**config.mk**
```make
export PLATFORM = sky130hd
export DESIGN_NAME = uart_baud_gen
export DESIGN_NICKNAME = d
export VERILOG_FILES = /design/src/rtl/uart_pkg.sv /design/src/rtl/strobe_div.sv /design/src/rtl/uart_baud_gen.sv
export SDC_FILE = /design/constraint.sdc
export NUM_CORES = 1
export LEC_CHECK = 0
export CAP_MARGIN = 20
export CORE_MARGIN = 4
export CORE_UTILIZATION = 55
export DETAILED_ROUTE_END_ITERATION = 10
export HOLD_SLACK_MARGIN = 0.05
export PLACE_DENSITY = 0.8
export SLEW_MARGIN = 20
export SYNTH_ARGS = -nofsm -noshare
export SYNTH_HDL_FRONTEND = slang
export SYNTH_SLANG_ARGS = --single-unit
```
**constraint.sdc**
```tcl
create_clock -name Clock -period 2.3 [get_ports Clock]
set_clock_uncertainty 0.1 [all_clocks]
set_input_delay 0.69 -clock Clock [delete_from_list [all_inputs] [get_ports Clock]]
set_output_delay 0.69 -clock Clock [all_outputs]
set_load 0.005 [all_outputs]
```
**src/rtl/uart_pkg.sv**
```systemverilog
// Shared UART configuration: default rates and the rounded RX divider.
package uart_pkg;

    localparam int CLK_FREQ_DEF   = 50_000_000;
    localparam int BAUD_DEF       = 9600;
    localparam int OVERSAMPLE_DEF = 16;

    // Round-to-nearest of clk / (baud * os); the residual rate error is accepted.
    function automatic int calc_div(input int clk, input int baud, input int os);
        int den;
        den = baud * os;
        return (clk + den / 2) / den;
    endfunction

endpackage

```
**src/rtl/strobe_div.sv**
```systemverilog
// Enable-gated divide-by-N counter with a registered one-cycle strobe.
module strobe_div #(
    parameter int N = 2
) (
    input  logic clk_i,
    input  logic rst_i,
    input  logic en_i,
    output logic tick_o,
    output logic strobe_o
);

    localparam int           W    = $clog2(N) + 1;
    localparam logic [W-1:0] LAST = W'(N - 1);

    logic [W-1:0] cnt_q, cnt_d;
    logic         strobe_q, strobe_d;

    // NOTE: every always_comb output gets a default first so no path can infer a latch.
    always_comb begin
        tick_o   = en_i && (cnt_q == LAST);
        cnt_d    = cnt_q;
        strobe_d = tick_o;
        if (en_i) begin
            cnt_d = tick_o ? '0 : cnt_q + 1'b1;
        end
    end

    // NOTE: state registers use non-blocking assignments so all flops update together.
    always_ff @(posedge clk_i) begin
        if (rst_i) begin
            cnt_q    <= '0;
            strobe_q <= 1'b0;
        end else begin
            cnt_q    <= cnt_d;
            strobe_q <= strobe_d;
        end
    end

    assign strobe_o = strobe_q;

endmodule

```
**src/rtl/uart_baud_gen.sv**
```systemverilog
// UART baud tick generator: RX strobe at BAUD*OVERSAMPLE, TX strobe at BAUD.
module uart_baud_gen
    import uart_pkg::*;
#(
    parameter int CLK_FREQ   = CLK_FREQ_DEF,
    parameter int BAUD       = BAUD_DEF,
    parameter int OVERSAMPLE = OVERSAMPLE_DEF
) (
    input  logic Clock,
    input  logic Reset,
    output logic RX_Clock,
    output logic TX_Clock
);

    localparam int RX_DIV = calc_div(CLK_FREQ, BAUD, OVERSAMPLE);

    generate
        if (RX_DIV < 1 || OVERSAMPLE < 2) begin : g_bad_cfg
            $error("uart_baud_gen: RX_DIV=%0d OVERSAMPLE=%0d not supported", RX_DIV, OVERSAMPLE);
        end
    endgenerate

    logic rx_tick;
    logic rx_strobe;
    logic os_tick_unused;
    logic os_strobe;

    strobe_div #(.N(RX_DIV)) u_rx_div (
        .clk_i    (Clock),
        .rst_i    (Reset),
        .en_i     (1'b1),
        .tick_o   (rx_tick),
        .strobe_o (rx_strobe)
    );

    // The oversample counter advances on the same cycle rx_cnt wraps, so its
    // strobe registers on the same edge as the matching RX strobe.
    strobe_div #(.N(OVERSAMPLE)) u_os_div (
        .clk_i    (Clock),
        .rst_i    (Reset),
        .en_i     (rx_tick),
        .tick_o   (os_tick_unused),
        .strobe_o (os_strobe)
    );

    assign RX_Clock = rx_strobe;
    assign TX_Clock = os_strobe & rx_strobe;

endmodule

```
==> run_results.csv, run 1 <==
group,metric,value,unit
timing,finalMaxSlewViolations,0,
placement,dp_hpwl,1020,um
detailed_routing,drc,0,
yosys,syn_area,808,um2
yosys,synth_edf_count,0,
yosys,syn_area_per_cell,9.29,um2
yosys,ys.flop_type,"dfxtp_1",
timing,max_slew_margin,52.1,%
setup_path,startpoint_type,"flop",
setup_path,setup.worst_path.class,"reg -> out",
yosys,synth_compound_area_share,12.8,%
job,maxCapViolCount,0,
power,power_density,556,nW/um2
grt,antenna_found_initial,0,
cts,cts_setup_buffers,0,
detailed_routing,wire_per_inst,12.8,um
finish,area_delta_synth_final,7.43,%
yosys,synth_top_family_by_area,"simple AND/OR/NAND/NOR gates",
timing,period_share,87.1,%
placement,gp_congestion,0.813,
yosys,yosysUniqueCellTypes,31,
cts,cts_sinks,17,
yosys,synth_fa_ha_area_share,4.64,%
yosys,synth-seq-cells,17,
worst_hold_path,hp-class,"reg -> reg",
timing,min_period,2.00,ns
setup_path,crit_fanout,2,
floorplan,io_pins,4,
yosys,muxShareOfSynthArea,2.63,%
yosys,async_flop_share,0,%
detailed_routing,antenna_left,0,
power,vdd_drop_max,0.488,mV
floorplan,die_area,2150,um2
yosys,ys_seq_area_share,42.1,%
grt,gr-total-overflow,0,
grt,grt_max_degree,11,
finish,layout-drive-gt1-share,9.68,%
floorplan,initial_utilization,59.9,%
floorplan,die_y,46.3,um
yosys,yosys.area_share.simple,29.9,%
cts,clkSlewWorstSetupHoldPaths,0.10,ns
placement,numPortBuffers,3,
detailed_routing,drtIter0Drc,11,
yosys,yosys_warnings,0,
setup_path,required,1.51,ns
floorplan,core-area,1350,um2
detailed_routing,routed_via_density,5.81,
yosys,syn_inst,87,
floorplan,die_w,46.3,um
grt,grt_pass1_wl,2320,um
detailed_routing,num_vias,627,
detailed_routing,first_pass_iters,4,
grt,grt_pass1_vias,577,
yosys,synth.area.top_cells,"dfxtp_1 (42%), ha_1 (4.6%), or3_1 (3.9%)",
finish,final_common_cell,"dfxtp_1",
cts,cts-buffers-inserted,3,
yosys,synth_top_area_share,42.1,%
yosys,synth_xor_area_share,3.25,%
cts,cts_repair_resize_count,0,
setup_path,arrival,1.21,ns
finish,n_antenna_cell,0,
timing,setup_viol,0,
placement,dp_slack,0.250,ns
cts,cts_tree,"yes",
floorplan,num_rows,13,
timing,clock.fmax,499,MHz
timing,fin_setup_tns,0,ns
timing,hold_viol_final,0,
run_status,outcome,"completed",
finish,layout_common_cells,"dfxtp_1 (17), nor2_1 (8), nand2_1 (6)",
cts,clk_latency,0.28,ns
cts,root_buffer,"clkbuf_4",
power,p_total,0.483,mW
detailed_routing,drt_wl_total,1380,um
yosys,synth_area_leader_cell,"dfxtp_1",
cts,cts_hold_buf,0,
timing,tightest_slew,0.714,ns
cts,htreeDepth,1,
finish,nets,99,
cts,clk_path_buf_depth,2,
timing,hold-worst-slack,0.353,ns
yosys,syn-num-nets,92,
timing,rsz0062_at_grt,"no",
power,p_leak,0.286,nW
grt,grtUsageTotal,15.0,%
setup_path,cp-end-kind,"output port",
timing,fin_ws,0.297,ns
==> area by class of cell <==
class / instances / area, um2
fill: 129 / 482
timing repair buffer: 4 / 37.5
multi-input combinational: 64 / 430
inverter: 4 / 15.0
clock buffer: 4 / 26.3
sequential: 17 / 340
tap: 15 / 18.8
==> report_power, final <==
part / internal, mW / switching (mW)
clock network: 0.0672 / 0.0860
logic: 0.0112 / 0.0141
registers: 0.299 / 0.00606
total: 0.377 / 0.106
==> path summary, 6_finish.rpt <==
kind,from,slack [ns],end,cells after the start
hold / removal,u_os_div.cnt_q[4]$_SDFFE_PP0N_,0.35,u_os_div.cnt_q[4]$_SDFFE_PP0N_,1
setup reg to reg,u_rx_div.cnt_q[2]$_SDFF_PP0_,0.36,u_os_div.cnt_q[4]$_SDFFE_PP0N_,3
setup / recovery,u_rx_div.strobe_o$_SDFF_PP0_,0.30,TX_Clock,2
hold reg to reg,u_os_div.cnt_q[4]$_SDFFE_PP0N_,0.35,u_os_div.cnt_q[4]$_SDFFE_PP0N_,1
==> kinds of logic after synthesis <==
group / Yosys count
multiplexers: 2
XOR/XNOR: 3
flip-flops: 17
AND/OR/NAND/NOR: 40
adder cells (fa/ha/maj): 3
buffers and inverters: 6
AO/OA/AOI/OAI: 16
==> stage by stage <==
stage               area [um2]  util (%)  cells
finish                     868      64.3    108
global route               868      64.3    108
CTS                        868      64.3    108
detailed placement         842      62.4    104
global placement           842      62.4    104
floorplan                  808         -     87
==> synth_stat cells, types with 3 or more instances <==
library cell and count:
or3_1 5, o21ai_0 5, nand2b_1 4, ha_1 3, a21oi_1 5, dfxtp_1 17
nand2_1 6, inv_1 4, nand3_1 4, nor2_1 8
==> critical path: stages (launching register included) <==
cell	delay (ns)
dfxtp_1	0.33
and2_1	0.12
clkdlybuf4s50_1	0.49
==> metal layers <==
metal | global-route usage (%) | part of all wire [%] | up-vias
li1 | - | - | 327
met1 | 16.7 | 48 | 288
met2 | 26.4 | 48 | 10
met3 | 3.52 | 3.1 | 2
met4 | 6.82 | 0.73 | 0
met5 | 0 | 0 | -
==> sequential cells by signal, indices dropped and copies added (netlist names) <==
signal             count
u_rx_div.cnt_q        10
u_os_div.strobe_o      1
u_os_div.cnt_q         5
u_rx_div.strobe_o      1
Note: power is estimated with default switching activity, not from simulation.
==> run 2: changes to the inputs <==
Settings changed: SLEW_MARGIN 20 to default.
==> results of run 2 <==
Final layout, timing and power as in run 1 (identical DEF).
==> run 3: changes to the inputs <==
Settings changed: SKIP_CTS_REPAIR_TIMING from default to 1.
==> results of run 3 <==
Final layout, timing and power as in run 1 (identical DEF).
